--- src/rtl/switch_debouncer_pkg.sv ---
// ---------------------------------------------------------------------------
// switch_debouncer_pkg
// Shared defaults and helpers for the switch debouncer.
//   DEFAULT_WIDTH           : number of switches on the board switch bus (15)
//   DEFAULT_DEBOUNCE_CYCLES : stable cycles needed to accept a level
//                             (10 ms at 100 MHz); legal range 1 .. 2^24-1
//   clog2()                 : bit width needed to hold values 0 .. value-1,
//                             never less than 1
// ---------------------------------------------------------------------------
package switch_debouncer_pkg;

  localparam int unsigned DEFAULT_WIDTH           = 15;
  localparam int unsigned DEFAULT_DEBOUNCE_CYCLES = 1000000;

  // Ceiling log2. Constant-foldable, so it can size counters at elaboration.
  function automatic int clog2(input int unsigned value);
    int result;
    result = 0;
    for (int i = 0; i < 32; i++) begin
      if ((64'd1 << i) < 64'(value)) result = i + 1;
    end
    if (result == 0) result = 1;
    return result;
  endfunction

endpackage

--- src/rtl/switch_debouncer_debounce_bit.sv ---
// ---------------------------------------------------------------------------
// debounce_bit
// Conditions one raw switch input: two-flop synchronizer followed by a
// saturating stability counter. The debounced level only flips after the
// synchronized input has disagreed with it for DEBOUNCE_CYCLES consecutive
// edges; any agreement in between clears the count.
// Ports:
//   clk   : clock, rising edge
//   rst   : asynchronous active-high reset, clears every flop
//   din   : raw, asynchronous switch level
//   dout  : debounced level
//   rise  : registered one-cycle pulse, set on the edge dout goes 0->1
//   fall  : registered one-cycle pulse, set on the edge dout goes 1->0
// ---------------------------------------------------------------------------
module debounce_bit
  import switch_debouncer_pkg::*;
#(
  parameter int unsigned DEBOUNCE_CYCLES = DEFAULT_DEBOUNCE_CYCLES
) (
  input  logic clk,
  input  logic rst,
  input  logic din,
  output logic dout,
  output logic rise,
  output logic fall
);

  localparam int unsigned CNT_W = clog2(DEBOUNCE_CYCLES + 1);

  logic             s1_q,   s1_d;
  logic             s2_q,   s2_d;
  logic             out_q,  out_d;
  logic             rise_q, rise_d;
  logic             fall_q, fall_d;
  logic [CNT_W-1:0] cnt_q,  cnt_d;

  always_comb begin
    // Synchronizer stages are plain wires between flops.
    s1_d   = din;
    s2_d   = s1_q;
    out_d  = out_q;
    cnt_d  = cnt_q;
    rise_d = 1'b0;
    fall_d = 1'b0;
    if (s2_q == out_q) begin
      cnt_d = '0;
    end else if (cnt_q == CNT_W'(DEBOUNCE_CYCLES - 1)) begin
      // This edge would be the DEBOUNCE_CYCLES-th mismatch: accept the new
      // level and restart from zero instead of storing the terminal count.
      cnt_d  = '0;
      out_d  = ~out_q;
      rise_d = ~out_q;
      fall_d = out_q;
    end else begin
      cnt_d = cnt_q + CNT_W'(1);
    end
  end

  always_ff @(posedge clk or posedge rst) begin
    if (rst) begin
      s1_q   <= 1'b0;
      s2_q   <= 1'b0;
      out_q  <= 1'b0;
      rise_q <= 1'b0;
      fall_q <= 1'b0;
      cnt_q  <= '0;
    end else begin
      s1_q   <= s1_d;
      s2_q   <= s2_d;
      out_q  <= out_d;
      rise_q <= rise_d;
      fall_q <= fall_d;
      cnt_q  <= cnt_d;
    end
  end

  assign dout = out_q;
  assign rise = rise_q;
  assign fall = fall_q;

endmodule

--- src/rtl/switch_debouncer.sv ---
// ---------------------------------------------------------------------------
// switch_debouncer
// Debounces a bus of WIDTH independent mechanical switches. Each bit has its
// own synchronizer and counter; bits never interact.
// Parameters:
//   WIDTH           : number of switch inputs
//   DEBOUNCE_CYCLES : consecutive stable cycles to accept a level, 1..2^24-1
// Ports:
//   CLK  : clock, rising edge
//   RST  : asynchronous active-high reset
//   IN   : raw switch levels
//   OUT  : debounced levels (changes DEBOUNCE_CYCLES+2 edges after IN is
//          first sampled, for a stable input)
//   RISE : one-cycle pulse per bit when OUT goes 0->1 (same cycle OUT is new)
//   FALL : one-cycle pulse per bit when OUT goes 1->0
//   CHG  : one-cycle pulse when any OUT bit changed; OR of RISE|FALL
// ---------------------------------------------------------------------------
module switch_debouncer
  import switch_debouncer_pkg::*;
#(
  parameter int unsigned WIDTH           = DEFAULT_WIDTH,
  parameter int unsigned DEBOUNCE_CYCLES = DEFAULT_DEBOUNCE_CYCLES
) (
  input  logic             CLK,
  input  logic             RST,
  input  logic [WIDTH-1:0] IN,
  output logic [WIDTH-1:0] OUT,
  output logic [WIDTH-1:0] RISE,
  output logic [WIDTH-1:0] FALL,
  output logic             CHG
);

  for (genvar i = 0; i < WIDTH; i++) begin : gen_bit
    debounce_bit #(
      .DEBOUNCE_CYCLES (DEBOUNCE_CYCLES)
    ) u_bit (
      .clk  (CLK),
      .rst  (RST),
      .din  (IN[i]),
      .dout (OUT[i]),
      .rise (RISE[i]),
      .fall (FALL[i])
    );
  end

  // RISE/FALL are already registered, so CHG is a clean single-cycle pulse
  // even when many bits complete on the same edge.
  assign CHG = |(RISE | FALL);

endmodule

--- config.mk ---
export PLATFORM = sky130hd
export DESIGN_NAME = switch_debouncer
export DESIGN_NICKNAME = d
export VERILOG_FILES = /design/src/rtl/switch_debouncer_pkg.sv /design/src/rtl/switch_debouncer_debounce_bit.sv /design/src/rtl/switch_debouncer.sv
export SDC_FILE = /design/constraint.sdc
export NUM_CORES = 1
export LEC_CHECK = 0
export CORE_MARGIN = 2
export CORE_UTILIZATION = 56
export DETAILED_ROUTE_END_ITERATION = 10
export PLACE_DENSITY_LB_ADDON = 0.05
export SYNTH_ARGS = -nofsm -noshare
export SYNTH_HDL_FRONTEND = slang
export SYNTH_SLANG_ARGS = --single-unit
--- constraint.sdc ---
create_clock -name CLK -period 13 [get_ports CLK]
set_input_delay 2.6 -clock CLK [delete_from_list [all_inputs] [get_ports CLK]]
set_output_delay 2.6 -clock CLK [all_outputs]
set_load 0.05 [all_outputs]
==> impl_metrics.toml, run 1 <==
[clock_network]
cts_tree = "done"
cts_made_buffers = 41
cts_hold_buf = 0
clockBufferDepth = 3
clk_latency_ns = 0.53
clock-sinks = 375
cts.htree.levels = 2
cts_setup_buffers = 0
root_buffer = "clkbuf_16"
post_cts_resized = 0
clk_pin_slew_ns = 0.06

[min_path]
min_delay_path_depth = 0
min_to = "gen_bit[8].u_bit.s2_q"
hold_class = "reg2reg"
min_from = "gen_bit[8].u_bit.s1_q"

[flow_run]
maxCapViolations = 0

[yosys]
yosysWarnings = 0
synth_seq_cells = 375
synth_compound_area_share_pct = 6.54
yosys.cell_count.top_type = "dfrtp_1"
netlist.area_leader.share_pct = 52.3
synth_area_um2 = 18000
synth_top_family_by_area = "simple AND/OR/NAND/NOR gates"
syn_nets = 1802
synth_xor_area_share_pct = 9.32
netlist_top_cells_area = "dfrtp_1 (52%), xor2_1 (4.9%), xnor2_1 (4.4%)"
synth_enable_flop_cells = 0
yosys.area.top_type = "dfrtp_1"
synth_seq_area_share_pct = 52.3
synthTopCellsByCount = "dfrtp_1 (375), nor2_1 (211), nand3_1 (127), xor2_1 (100), a21oi_1 (93)"
synthSimpleGateAreaFrac_pct = 25.8
synthAdderAreaFrac_pct = 1.05
synthArstFlopShare_pct = 100
synthFlopType = "dfrtp_1"
avgSynthCellArea_um2 = 10.1
synth_mux_area_share_pct = 1.17
yosys.cell_types.count = 48
synthCells = 1770

[sta]
fmax_mhz = 184
min_period_ns = 5.42
skew_ns = 0.0218
fin_crit_sh_pct = 41.7
setup_violations = 0
setup-tns-final_ns = 0
drv_slew = 0
rsz0062_at_grt = "false"
worst_pin_slew_ns = 0.954
final_hold_viol_count = 0
maxSlewHeadroom_pct = 36.4

[placement]
hpwl_mm = 23.6
port_buffers = 62
gp_congestion = 0.850

[setup_path]
cp.arrival_ns = 2.82
crit_family = "simple AND/OR/NAND/NOR gates"
reg2reg_depth = 4
worst_path_max_delay_cell = "nor4_1"
reg2reg_to = "gen_bit[2].u_bit.rise"
rrSetupSlack_ns = 10.31
critPathKind = "reg2out"
critPathBufInv = 1
cp_cell_sequence = "nor4_1, and4_1, nand4_1, clkdlybuf4s50_1"
crit_start = "gen_bit[8].u_bit.fall"
required_ns = 10.40
critPathLaunchType = "flop"
slowest_delay_ns = 0.74
endpoint_kind = "primary output"
r2r_start = "gen_bit[2].u_bit.cnt_q[8]"
cp_max_fo = 2

[route]
drtPass1Iterations = 5
vias = 12935
routedWlPerCell_um = 15.5
drc_errors = 0
via_per_inst = 5.80
drt_iter0_drc = 737
detail-route-antenna-nets = 0
drt_wl_total_mm = 34.5

[power]
peakVddDrop_mv = 0.107
leakagePower_nw = 8.06
p_per_area_nw_per_um2 = 122

[final_layout]
multi_input_area_um2 = 7870
nFillCells = 2566
regArea_um2 = 9380
diodes = 0
drive_gt1_share_pct = 7.33
area_delta_synth_final_pct = 11.6
layout.nets = 1836
fin_util_pct = 63.5

[run_status]
outcome = "complete, no violations"

[floorplanning]
die_area_um2 = 33500
row_count = 65
die_w_um = 183
io_pins = 63
design.core.area_um2 = 31600
initial_core_util_pct = 56.9
die_h_um = 183

[global_routing]
grt_first_pass_wirelength_mm = 59.6
track_usage_pct = 21.2
antenna_found_initial = 0
gr-total-overflow = 0
grt_max_degree = 79
grt_pass1_vias = 12512
cell usage in the layout (no fill, tap or decap), drive strengths merged, types with 2 or more instances in the layout:
master         count
clkdlybuf4s50     62
ha                15
nand3b             2
or4b               9
bufinv             4
nor4              35
dfrtp            375
a31o               6
mux2i              3
xor2             100
or4               59
mux2              15
nand4b             7
or3               58
nand2b             4
clkbuf            52
clkinv             9
xnor2             91
and3              44
nand3            130
or2               12
nand2             82
nor4b             11
inv               47
a21oi             93
nor4bb             3
nor3              36
nor3b             31
and2               9
o31ai             38
o21ai             61
nand4             69
nor2b              3
and4              24
buf               14
nor2             211
worst register-to-register path, stage by stage (launching register included):
cell,delay [ns]
dfrtp_1,0.41
or4b_1,0.51
or4_4,0.56
or2_4,0.27
nor3b_1,0.76
worst max path at each step:
stage / slack, ns / end / depth (start not counted)
after global routing: 7.59 / CHG / 4
after CTS: 7.58 / CHG / 4
after floorplan: 5.36 / gen_bit[0].u_bit.cnt_q[0] / 1
after global placement: 7.45 / gen_bit[10].u_bit.cnt_q[18] / 4
final: 7.58 / CHG / 4
after detailed placement: 7.44 / gen_bit[10].u_bit.cnt_q[18] / 4
registers in the layout (all words and copies together) (netlist names):
| name | count |
|---|---|
| gen_bit.u_bit.cnt_q | 300 |
| gen_bit.u_bit.s1_q | 15 |
| gen_bit.u_bit.rise | 15 |
| gen_bit.u_bit.dout | 15 |
| gen_bit.u_bit.fall | 15 |
| gen_bit.u_bit.s2_q | 15 |
metal layers:
metal / global-route usage (%) / part of all wire [%]
met5: 0 / 0
met4: 7.42 / 3.4
met3: 3.89 / 4.4
met2: 34.2 / 46
met1: 29.0 / 46
stage by stage:
stage / setup WS, ns / power, mW / area (um2) / instances / hold WS (ns)
CTS: 7.58 / 2.48 / 20000 / 2230 / 0.348
detailed placement: 7.44 / 1.30 / 18700 / 2163 / 0.335
finish: 7.58 / 2.44 / 20000 / 2230 / 0.346
floorplan: 5.36 / 1.27 / 18000 / 1770 / 0.331
global route: 7.59 / 2.54 / 20000 / 2230 / 0.358
global placement: 7.45 / 1.29 / 18700 / 2163 / 0.334
where the power goes:
group          internal (mW)  switching [mW]  total [mW]
registers               1.18          0.0190        1.20
clock network          0.721           0.449        1.17
logic                 0.0214          0.0478      0.0692
kinds of logic after synthesis:
family / Yosys count
buffers and inverters: 131
muxes: 18
AOI/OAI and AO/OA: 199
xor gates and xnor gates: 191
adders and majority gates: 15
and+or+nand+nor: 841
DFF: 375
final cells by class:
class | count | share of cell area, %
Sequential cell | 375 | 46.8
Inverter | 46 | 0.881
Multi-Input combinational cell | 1264 | 39.3
Timing Repair Buffer | 76 | 3.62
Clock buffer | 52 | 5.94
Clock inverter | 15 | 0.912
Tap cell | 402 | 2.51
Power figures use the tool's default switching activity.
==> run 2: changes to the inputs <==
Settings changed: CORE_UTILIZATION 56 to 60.
Clock period 13 ns to 5.3 ns, I/O delays scaled along.
==> run 2 against run 1 <==
Sequential share of layout area about the same. Die area decreased by 6.5%. First-iteration DRC count fell by 0.95%. Combinational power rose to 2.5 times the previous value. Final area down 0.11%. Power is 140% higher. Clock skew about the same. Flip-flop and latch count is the same. Wire length increased by 4.3%. Sequential power is 150% higher. Critical path depth unchanged. Clock-buffer cell count up 7. Critical path type unchanged.
==> impl_metrics.toml, run 2 (synthesis gave the netlist of run 1 again) <==
[min_path]
min_from = "gen_bit[11].u_bit.s1_q"
hold_class = "reg2reg"

[global_routing]
grt_max_degree = 117
antenna_found_initial = 1
gr-total-overflow = 0
grt_first_pass_wirelength_mm = 60.9
track_usage_pct = 23.7
grt_pass1_vias = 12550

[route]
vias = 13017
drt_iter0_drc = 730
drt_wl_total_mm = 35.9
detail-route-antenna-nets = 0
drtPass1Iterations = 4
drc_errors = 0
via_per_inst = 5.85
routedWlPerCell_um = 16.1

[floorplanning]
io_pins = 63
design.core.area_um2 = 29600
die_h_um = 177
row_count = 63
initial_core_util_pct = 60.7
die_w_um = 177
die_area_um2 = 31300

[final_layout]
layout.nets = 1835
diodes = 0
fin_util_pct = 67.7
drive_gt1_share_pct = 7.30
fin_area_um2 = 20000
final_cell_mix = "dfrtp_1 (375), nor2_1 (211), nand3_1 (127), xor2_1 (100), a21oi_1 (93)"
fin_cells = 2225
largest_register_ffs = 300
area_delta_synth_final_pct = 11.5
top_register = "gen_bit.u_bit.cnt_q"
layout_commonest_cell = "dfrtp_1"

[setup_path]
cp.arrival_ns = 2.53
r2r_start = "gen_bit[13].u_bit.cnt_q[8]"
cp_max_fo = 2
endpoint_kind = "primary output"
critPathLaunchType = "flop"
required_ns = 4.24
crit_start = "gen_bit[5].u_bit.fall"
critPathKind = "reg2out"

[power]
peakVddDrop_mv = 0.239
p_per_area_nw_per_um2 = 296
leakagePower_nw = 8.05

[placement]
hpwl_mm = 24.6
port_buffers = 62
gp_congestion = 0.822
place_area_um2 = 18700
place_inst = 2151

[clock_network]
cts.htree.levels = 2
cts_setup_buffers = 0
cts_tree = "done"
cts_hold_buf = 0
post_cts_resized = 0
root_buffer = "clkbuf_16"
clockBufferDepth = 3
cts_made_buffers = 40
clock-sinks = 375
clk_latency_ns = 0.54
clk_pin_slew_ns = 0.06

[sta]
worst_pin_slew_ns = 1.12
rsz0062_at_grt = "false"
fmax_mhz = 278
skew_ns = 0.0218
min_period_ns = 3.59
setup-tns-final_ns = 0
final_hold_viol_count = 0
fin_crit_sh_pct = 67.8
setup_violations = 0
drv_slew = 0
hold_ws_ns = 0.347
maxSlewHeadroom_pct = 25.0

[flow_run]
maxCapViolations = 0

[run_status]
outcome = "complete, no violations"
run 2: cell count changes in the layout (fill, tap and decap cells not counted):
| cell | delta |
|---|---|
| clkbuf_1 | +7 |
| buf_12 | +3 |
| buf_4 | -3 |
| bufinv_16 | -2 |
| clkbuf_16 | -2 |
| clkbuf_8 | +2 |
| clkinv_2 | +1 |
| clkinvlp_4 | +1 |
run 2: where the power goes:
| part | leakage (nW) | switching [mW] | internal, mW |
|---|---|---|---|
| combinational | 2.25 | 0.120 | 0.0563 |
| sequential | 5.13 | 0.0451 | 2.90 |
| clock | 0.663 | 1.13 | 1.66 |
run 2: path summary, 6_finish.rpt:
kind / slack [ns] / depth (start not counted) / to
worst max-delay path: 1.71 / 4 / CHG
worst min-delay path: 0.35 / 0 / gen_bit[11].u_bit.s2_q
worst max register to register: 2.88 / 4 / gen_bit[13].u_bit.fall
worst min register to register: 0.35 / 0 / gen_bit[11].u_bit.s2_q
max in group asynchronous: 2.96 / 3 / gen_bit[13].u_bit.cnt_q[14]
min in group asynchronous: 1.16 / 2 / gen_bit[10].u_bit.fall
run 2: cell type report:
type	count	area [um2]
clock buffer	59	1190
clock inverter	15	135
fill	2308	9550
inverter	46	176
multi-input combinational	1264	7870
sequential	375	9380
tap	390	488
timing repair buffer	76	763
run 2: stage by stage:
step / worst slack, ns / total power [mW]
finish: 1.71 / 5.92
CTS: 1.66 / 5.99
floorplan: -0.796 / 3.11
global placement: 2.22 / 3.17
detailed placement: 2.24 / 3.18
global route: 1.56 / 6.14
run 2: worst max-delay path, stage by stage (launching register included):
cell	delay, ns
dfrtp_1	0.37
or4_1	0.52
nor3_1	0.14
nand4_1	0.21
clkdlybuf4s50_1	0.76
run 2: routing by layer:
metal | vias up | wire length (um) | track usage (%)
li1 | 6370 | - | -
met1 | 6361 | 16700 | 34.1
met2 | 216 | 16600 | 37.3
met3 | 70 | 1590 | 3.50
met4 | 0 | 1010 | 7.47
met5 | - | 0 | 0
